**src/rtl/trap_controller_if.sv**
```systemverilog
// Trap sequencer handshake bundle: exception/return requests in, flush and redirect out.
// Latency: none, wiring only.
// Backpressure: trap_busy tells the producer to stall; requests presented while busy are dropped.
interface trap_controller_if #(
    parameter int XLEN = 32
);
    logic            exc_valid;
    logic [XLEN-1:0] exc_cause;
    logic [XLEN-1:0] exc_tval;
    logic [XLEN-1:0] exc_pc;
    logic [1:0]      exc_target_priv;
    logic [XLEN-1:0] exc_trap_vector;
    logic            mret_req;
    logic            sret_req;
    logic            flush_req;
    logic            flush_ack;
    logic            redirect_valid;
    logic [XLEN-1:0] redirect_pc;
    logic            trap_busy;

    modport master (
        output exc_valid, exc_cause, exc_tval, exc_pc, exc_target_priv, exc_trap_vector,
        output mret_req, sret_req, flush_ack,
        input  flush_req, redirect_valid, redirect_pc, trap_busy
    );

    modport slave (
        input  exc_valid, exc_cause, exc_tval, exc_pc, exc_target_priv, exc_trap_vector,
        input  mret_req, sret_req, flush_ack,
        output flush_req, redirect_valid, redirect_pc, trap_busy
    );
endinterface

```
**src/rtl/trap_controller.sv**
```systemverilog
// Trap entry/return sequencer owning xepc/xcause/xtval, mstatus stack bits and privilege mode.
// Latency: request at T -> flush_req at T+1, CSRs and redirect strobe at T+3 with immediate ack, IDLE at T+4.
// Backpressure: trap_busy while not IDLE; FLUSH waits for flush_ack (bounded when TRAP_CTRL_WATCHDOG_EN is defined).
module trap_controller #(
    parameter int XLEN          = 32,
    parameter int FLUSH_TIMEOUT = 15
) (
    input  logic              clk,
    input  logic              rst_n,
    trap_controller_if.slave  bus,
    input  logic              csr_we,
    input  logic [11:0]       csr_addr,
    input  logic [XLEN-1:0]   csr_wdata,
    output logic [1:0]        priv_mode,
    output logic [XLEN-1:0]   mepc,
    output logic [XLEN-1:0]   mcause,
    output logic [XLEN-1:0]   mtval,
    output logic [XLEN-1:0]   sepc,
    output logic [XLEN-1:0]   scause,
    output logic [XLEN-1:0]   stval,
    output logic [XLEN-1:0]   mstatus,
    output logic              flush_timeout
);
    typedef enum logic [1:0] {IDLE, FLUSH, COMMIT, REDIRECT} state_t;
    typedef enum logic [1:0] {K_TRAP, K_MRET, K_SRET} kind_t;

    // Exception PCs are always halfword aligned, so bit 0 is forced low on every xepc update.
    localparam logic [XLEN-1:0] EPC_MASK = {{(XLEN-1){1'b1}}, 1'b0};

    state_t          state, next_state;
    kind_t           kind;
    logic [XLEN-1:0] cap_cause, cap_tval, cap_pc, cap_vector;
    logic [1:0]      cap_target;
    logic            sie, mie, spie, mpie, spp;
    logic [1:0]      mpp;
    logic            flush_done;

`ifdef TRAP_CTRL_WATCHDOG_EN
    localparam int WD_W = $clog2(FLUSH_TIMEOUT + 1);
    logic [WD_W-1:0] wd_cnt;
    logic            wd_expire;

    // Expiry fires on the last un-acked FLUSH cycle so FLUSH lasts FLUSH_TIMEOUT cycles in total.
    assign wd_expire  = (state == FLUSH) && !bus.flush_ack && (wd_cnt == WD_W'(FLUSH_TIMEOUT - 1));
    assign flush_done = bus.flush_ack || wd_expire;

    // Count un-acked FLUSH cycles, clear on leaving FLUSH; timeout flag is sticky until reset.
    always_ff @(posedge clk or negedge rst_n) begin
        if (!rst_n) begin
            wd_cnt        <= '0;
            flush_timeout <= 1'b0;
        end else begin
            if (state == FLUSH && next_state == FLUSH) wd_cnt <= wd_cnt + 1'b1;
            else                                       wd_cnt <= '0;
            if (wd_expire) flush_timeout <= 1'b1;
        end
    end
`else
    // Without the watchdog FLUSH_TIMEOUT has no effect and FLUSH waits for ack forever.
    logic unused_cfg;
    assign unused_cfg    = (FLUSH_TIMEOUT != 0);
    assign flush_done    = bus.flush_ack;
    assign flush_timeout = 1'b0;
`endif

    // State register.
    always_ff @(posedge clk or negedge rst_n) begin
        if (!rst_n) state <= IDLE;
        else        state <= next_state;
    end

    // Next state and state-decoded handshake outputs.
    always_comb begin
        next_state         = state;
        bus.flush_req      = 1'b0;
        bus.redirect_valid = 1'b0;
        bus.trap_busy      = (state != IDLE);
        case (state)
            IDLE:     if (bus.exc_valid || bus.mret_req || bus.sret_req) next_state = FLUSH;
            FLUSH: begin
                bus.flush_req = 1'b1;
                if (flush_done) next_state = COMMIT;
            end
            COMMIT:   next_state = REDIRECT;
            REDIRECT: begin
                bus.redirect_valid = 1'b1;
                next_state         = IDLE;
            end
            default:  next_state = IDLE;
        endcase
    end

    // Capture the winning request in IDLE; exceptions take priority over MRET over SRET.
    always_ff @(posedge clk or negedge rst_n) begin
        if (!rst_n) begin
            kind       <= K_TRAP;
            cap_cause  <= '0;
            cap_tval   <= '0;
            cap_pc     <= '0;
            cap_target <= 2'b00;
            cap_vector <= '0;
        end else if (state == IDLE) begin
            if (bus.exc_valid) begin
                kind       <= K_TRAP;
                cap_cause  <= bus.exc_cause;
                cap_tval   <= bus.exc_tval;
                cap_pc     <= bus.exc_pc;
                cap_target <= bus.exc_target_priv;
                cap_vector <= bus.exc_trap_vector;
            end else if (bus.mret_req) begin
                kind <= K_MRET;
            end else if (bus.sret_req) begin
                kind <= K_SRET;
            end
        end
    end

    // Architectural trap state: software writes in IDLE only, sequencer updates in COMMIT.
    always_ff @(posedge clk or negedge rst_n) begin
        if (!rst_n) begin
            priv_mode       <= 2'b11;
            mepc            <= '0;
            mcause          <= '0;
            mtval           <= '0;
            sepc            <= '0;
            scause          <= '0;
            stval           <= '0;
            {sie, mie, spie, mpie, spp} <= '0;
            mpp             <= 2'b00;
            bus.redirect_pc <= '0;
        end else if (state == IDLE && csr_we) begin
            case (csr_addr)
                12'h300: begin
                    sie  <= csr_wdata[1];
                    mie  <= csr_wdata[3];
                    spie <= csr_wdata[5];
                    mpie <= csr_wdata[7];
                    spp  <= csr_wdata[8];
                    mpp  <= csr_wdata[12:11];
                end
                12'h100: begin
                    sie  <= csr_wdata[1];
                    spie <= csr_wdata[5];
                    spp  <= csr_wdata[8];
                end
                12'h341: mepc   <= csr_wdata & EPC_MASK;
                12'h342: mcause <= csr_wdata;
                12'h343: mtval  <= csr_wdata;
                12'h141: sepc   <= csr_wdata & EPC_MASK;
                12'h142: scause <= csr_wdata;
                12'h143: stval  <= csr_wdata;
                default: ;
            endcase
        end else if (state == COMMIT) begin
            case (kind)
                K_TRAP: begin
                    bus.redirect_pc <= cap_vector;
                    if (cap_target == 2'b01) begin
                        sepc      <= cap_pc & EPC_MASK;
                        scause    <= cap_cause;
                        stval     <= cap_tval;
                        spie      <= sie;
                        sie       <= 1'b0;
                        spp       <= priv_mode[0];
                        priv_mode <= 2'b01;
                    end else begin
                        mepc      <= cap_pc & EPC_MASK;
                        mcause    <= cap_cause;
                        mtval     <= cap_tval;
                        mpie      <= mie;
                        mie       <= 1'b0;
                        mpp       <= priv_mode;
                        priv_mode <= 2'b11;
                    end
                end
                K_MRET: begin
                    bus.redirect_pc <= mepc;
                    mie             <= mpie;
                    mpie            <= 1'b1;
                    priv_mode       <= mpp;
                    mpp             <= 2'b00;
                end
                K_SRET: begin
                    bus.redirect_pc <= sepc;
                    sie             <= spie;
                    spie            <= 1'b1;
                    priv_mode       <= {1'b0, spp};
                    spp             <= 1'b0;
                end
                default: ;
            endcase
        end
    end

    // mstatus read view: only the implemented stack bits are non-zero.
    always_comb begin
        mstatus        = '0;
        mstatus[1]     = sie;
        mstatus[3]     = mie;
        mstatus[5]     = spie;
        mstatus[7]     = mpie;
        mstatus[8]     = spp;
        mstatus[12:11] = mpp;
    end
endmodule

```
**src/flat_wrapper.sv**
```systemverilog
// flat-port wrapper written by rule: the top's interface ports become plain ports
module trap_controller_flat 
#(
    parameter int XLEN          = 32,
    parameter int FLUSH_TIMEOUT = 15
)
  (clk, rst_n, csr_we, csr_addr, csr_wdata, priv_mode, mepc, mcause, mtval, sepc, scause, stval, mstatus, flush_timeout, bus_exc_valid, bus_exc_cause, bus_exc_tval, bus_exc_pc, bus_exc_target_priv, bus_exc_trap_vector, bus_mret_req, bus_sret_req, bus_flush_ack, bus_flush_req, bus_redirect_valid, bus_redirect_pc, bus_trap_busy);
  trap_controller_if #(.XLEN(XLEN)) bus_i ();
  input  logic clk;
  input  logic rst_n;
  input  logic csr_we;
  input  logic [11:0] csr_addr;
  input  logic [XLEN-1:0] csr_wdata;
  output logic [1:0] priv_mode;
  output logic [XLEN-1:0] mepc;
  output logic [XLEN-1:0] mcause;
  output logic [XLEN-1:0] mtval;
  output logic [XLEN-1:0] sepc;
  output logic [XLEN-1:0] scause;
  output logic [XLEN-1:0] stval;
  output logic [XLEN-1:0] mstatus;
  output logic flush_timeout;
  input wire logic [$bits(bus_i.exc_valid)-1:0] bus_exc_valid;
  input wire logic [$bits(bus_i.exc_cause)-1:0] bus_exc_cause;
  input wire logic [$bits(bus_i.exc_tval)-1:0] bus_exc_tval;
  input wire logic [$bits(bus_i.exc_pc)-1:0] bus_exc_pc;
  input wire logic [$bits(bus_i.exc_target_priv)-1:0] bus_exc_target_priv;
  input wire logic [$bits(bus_i.exc_trap_vector)-1:0] bus_exc_trap_vector;
  input wire logic [$bits(bus_i.mret_req)-1:0] bus_mret_req;
  input wire logic [$bits(bus_i.sret_req)-1:0] bus_sret_req;
  input wire logic [$bits(bus_i.flush_ack)-1:0] bus_flush_ack;
  output wire logic [$bits(bus_i.flush_req)-1:0] bus_flush_req;
  output wire logic [$bits(bus_i.redirect_valid)-1:0] bus_redirect_valid;
  output wire logic [$bits(bus_i.redirect_pc)-1:0] bus_redirect_pc;
  output wire logic [$bits(bus_i.trap_busy)-1:0] bus_trap_busy;
  assign bus_i.exc_valid = bus_exc_valid;
  assign bus_i.exc_cause = bus_exc_cause;
  assign bus_i.exc_tval = bus_exc_tval;
  assign bus_i.exc_pc = bus_exc_pc;
  assign bus_i.exc_target_priv = bus_exc_target_priv;
  assign bus_i.exc_trap_vector = bus_exc_trap_vector;
  assign bus_i.mret_req = bus_mret_req;
  assign bus_i.sret_req = bus_sret_req;
  assign bus_i.flush_ack = bus_flush_ack;
  assign bus_flush_req = bus_i.flush_req;
  assign bus_redirect_valid = bus_i.redirect_valid;
  assign bus_redirect_pc = bus_i.redirect_pc;
  assign bus_trap_busy = bus_i.trap_busy;
  trap_controller #(.XLEN(XLEN), .FLUSH_TIMEOUT(FLUSH_TIMEOUT)) u_core (.clk(clk), .rst_n(rst_n), .bus(bus_i), .csr_we(csr_we), .csr_addr(csr_addr), .csr_wdata(csr_wdata), .priv_mode(priv_mode), .mepc(mepc), .mcause(mcause), .mtval(mtval), .sepc(sepc), .scause(scause), .stval(stval), .mstatus(mstatus), .flush_timeout(flush_timeout));
endmodule
```
**config.mk**
```make
export PLATFORM = sky130hd
export DESIGN_NAME = trap_controller_flat
export DESIGN_NICKNAME = d
export VERILOG_FILES = /design/src/rtl/trap_controller_if.sv /design/src/rtl/trap_controller.sv /design/src/flat_wrapper.sv
export SDC_FILE = /design/constraint.sdc
export NUM_CORES = 1
export LEC_CHECK = 0
export ABC_CLOCK_PERIOD_IN_PS = 5650
export CAP_MARGIN = 20
export CORE_UTILIZATION = 50
export DETAILED_ROUTE_END_ITERATION = 10
export GPL_ROUTABILITY_DRIVEN = 0
export PLACE_DENSITY = 0.94
export SLEW_MARGIN = 5
export SYNTH_ARGS = -nofsm -noshare
export SYNTH_HDL_FRONTEND = slang
export SYNTH_SLANG_ARGS = --single-unit
```
**constraint.sdc**
```tcl
create_clock -name clk -period 5.65 [get_ports clk]
set_input_delay 1.4125 -clock clk [delete_from_list [all_inputs] [get_ports clk]]
set_output_delay 1.4125 -clock clk [all_outputs]
set_load 0.03 [all_outputs]
```
==> run_results.csv <==
group,metric,value,unit
timing,holdWs,0.480,ns
status,status,"finished, final reports clean",
synth,synthFlopType,"dfrtp_1",
critical_path,critical_path.max_fanout,17,
grt,grt_max_degree,135,
finish,seqCellArea,9110,sq um
critical_path,crit_required,6.07,ns
timing,slew_violations,0,
timing,layout_min_cycle_time,3.66,ns
timing,grt_setup_unrepaired,"no",
finish,multi_input_area,5820,sq um
grt,grt_util_met2,0.487,
grt,grt-ovfl-total,0,
finish,drive_above_1_share,0.132,
timing,final-hold-violation-count,0,
detailed_routing,drt-initial-drc-count,835,
detailed_routing,ant_nets,0,
clock_network,cts_tree,"built",
floorplan,die_h,181,um
place,portBuffers,413,
min_path,hold_class,"reg2reg",
grt,top_usage_layer,"met2",
grt,grt_pass1_vias,13000,
critical_path,r2r_start,"u_core.state[0]$_DFFE_PN0P_",
power,leakage,9.33,nW
detailed_routing,drtPass1Iterations,5,
detailed_routing,vias,12500,
job,max_cap_viol_count,0,
clock_network,cts_resized,0,
finish,layout_commonest_cell,"clkdlybuf4s50_1",
finish,nFillCells,2137,
timing,skew,0.00951,ns
detailed_routing,post_drt_via_cell_ratio,5.79,
grt,antenna_found_initial,4,
clock_network,clock-root-buffer,"clkbuf_16",
clock_network,htree_levels,2,
critical_path,slowest_stage,"o21ai_4",
synth,synth_edf_count,0,
finish,nets,1911,
synth,yosys.cell_types.count,44,
grt,grt_pass1_wl,75200,um
clock_network,cts_setup_buffers,0,
finish,fin_cells,2153,
critical_path,slowest_delay,0.78,ns
synth,syn_inst,1333,
floorplan,start_util,0.508,
synth,yosys_warnings,0,
critical_path,crit_buf_inv,2,
clock_network,insertion_delay,0.51,ns
timing,relSlewSlack,0.297,
min_path,min_from,"u_core.bus.redirect_pc[15]$_DFFE_PN0P_",
clock_network,cts_buffers,39,
critical_path,arrival,4.08,ns
critical_path,path_delay_family,"buffers and inverters",
critical_path,startpoint,"csr_we",
timing,tightest_slew,1.05,ns
synth,synth_seq_cells,364,
detailed_routing,route.detailed.drc,0,
place,dp.cells,2080,
floorplan,fp.dieW,181,um
clock_network,ctsHoldBuffers,0,
timing,fmax,273,MHz
clock_network,clock_path_buffers,3,
timing,setup_viol,0,
grt,grt_usage,0.298,
critical_path,setup.worst_path.start_class,"primary input",
finish,final_cell_mix,"clkdlybuf4s50_1, dfrtp_1, inv_1",
clock_network,clkSinkCount,364,
place,dp_hpwl,34300,um
synth,ys_seq_area_frac,0.569,
critical_path,crit_chain,"clkdlybuf4s50_1, and2_1, nand3_1, o21ai_4, buf_4, mux2i_1",
detailed_routing,routedWlPerCell,22.9,um
timing,min_period_over_period,0.648,
timing,fin_tns_setup,0,ns
floorplan,core-area,31600,sq um
synth,synth_area,16000,sq um
floorplan,num_io_pins,443,
detailed_routing,totalWireLength,49200,um
clock_network,path_clk_slew,0.06,ns
floorplan,fp.dieArea,32800,sq um
grt,grt_use_met3,0.0576,
floorplan,num_rows,65,
finish,syn2layout_area_growth,34.8,%
power,power_density,670,nW/um^2
critical_path,worstSetupPathType,"in2reg",
critical_path,end_kind,"flip-flop",
power,vdd_ir_drop_max,0.000430,V
grt,grt_use_met1,0.376,
synth,synthArstFlopShare,1.00,
synth,synth_area_per_cell,12.0,sq um
## area by class of cell
cell class / instances / share of cell area
Antenna cell: 4 / 0.000463
Timing Repair Buffer: 435 / 0.202
Sequential cell: 364 / 0.422
Multi-Input combinational cell: 743 / 0.270
Clock buffer: 57 / 0.0535
Clock inverter: 10 / 0.00492
Tap cell: 402 / 0.0233
Inverter: 138 / 0.0240
## logic make-up (layout without fill, tap and decap cells)
logic type,Yosys count,count (layout),synth area share
and+or+nand+nor,133,133,0.0420
adders and majority gates,9,9,0.00703
muxes,265,265,0.176
DFF,364,364,0.569
buffers and inverters,253,640,0.0761
other,1,32,0.000234
AOI/OAI and AO/OA,308,308,0.130
## state kept, by name (all words and copies together), names as in the netlist, 32 cells and up
| signal | flops |
|---|---|
| u_core.cap_tval | 32 |
| u_core.mcause | 32 |
| u_core.cap_cause | 32 |
| u_core.mtval | 32 |
| u_core.scause | 32 |
| u_core.stval | 32 |
| u_core.cap_vector | 32 |
| u_core.bus.redirect_pc | 32 |
## power breakdown
part | switching [mW] | total (mW) | internal, mW
Combinational | 4.10 | 7.10 | 3.00
Sequential | 0.894 | 4.83 | 3.94
Clock | 1.02 | 2.53 | 1.51
## Yosys cell counts, types with 3 or more instances
library cell	number	area, sq um
nor2_1	10	37.5
a22oi_1	32	240
buf_2	21	105
and3_1	31	194
ha_1	9	113
buf_1	8	30.0
o22a_1	64	561
o21bai_1	4	30.0
mux2i_1	131	1310
clkbuf_1	38	143
o21ai_0	63	315
nand3_1	5	25.0
nand2_1	70	263
a21oi_1	65	325
a31oi_1	4	25.0
mux2_2	134	1510
buf_6	11	124
buf_4	34	255
dfrtp_1	362	9060
o21a_1	64	480
o21ai_1	4	20.0
buf_8	3	45.0
inv_1	138	518
## layer usage
layer | share of wire | wire, um
met1 | 0.39 | 19300
met2 | 0.49 | 24000
met3 | 0.064 | 3140
met4 | 0.057 | 2810
met5 | 0 | 0
## worst reg2reg max path, cell delays in order, from the launching register on
cell     delay [ns]
dfrtp_1        0.41
inv_1          0.14
ha_1           0.19
buf_4          0.40
and2_1         0.43
nand3_1        0.27
o21ai_4        0.78
buf_4          0.36
mux2i_1        0.25
## per-stage QoR
| step | cell area [sq um] | worst slack (ns) | power (mW) | utilization |
|---|---|---|---|---|
| 2_1_floorplan | 16100 | 2.94 | 8.98 | - |
| 6_report | 21600 | 1.99 | 14.5 | 0.684 |
| 4_1_cts | 21500 | 1.97 | 14.4 | 0.683 |
| 3_5_place_dp | 20300 | 1.42 | 11.8 | 0.643 |
| 5_1_grt | 21600 | 1.85 | 15.1 | 0.684 |
| 3_3_place_gp | 20300 | 1.42 | 11.5 | 0.643 |
## path summary, 6_finish.rpt
path | to | slack (ns) | depth (start not counted)
worst max-delay path | u_core.mtval[2]$_DFFE_PN0P_ | 1.99 | 6
worst min-delay path | u_core.bus.redirect_pc[15]$_DFFE_PN0P_ | 0.48 | 2
worst max register to register | u_core.mtval[2]$_DFFE_PN0P_ | 2.32 | 8
worst min register to register | u_core.bus.redirect_pc[15]$_DFFE_PN0P_ | 0.48 | 2
max in group asynchronous | u_core.stval[12]$_DFFE_PN0P_ | 3.38 | 2
min in group asynchronous | u_core.cap_cause[25]$_DFFE_PN0P_ | 0.99 | 1
(Power assumes the default switching activity.)
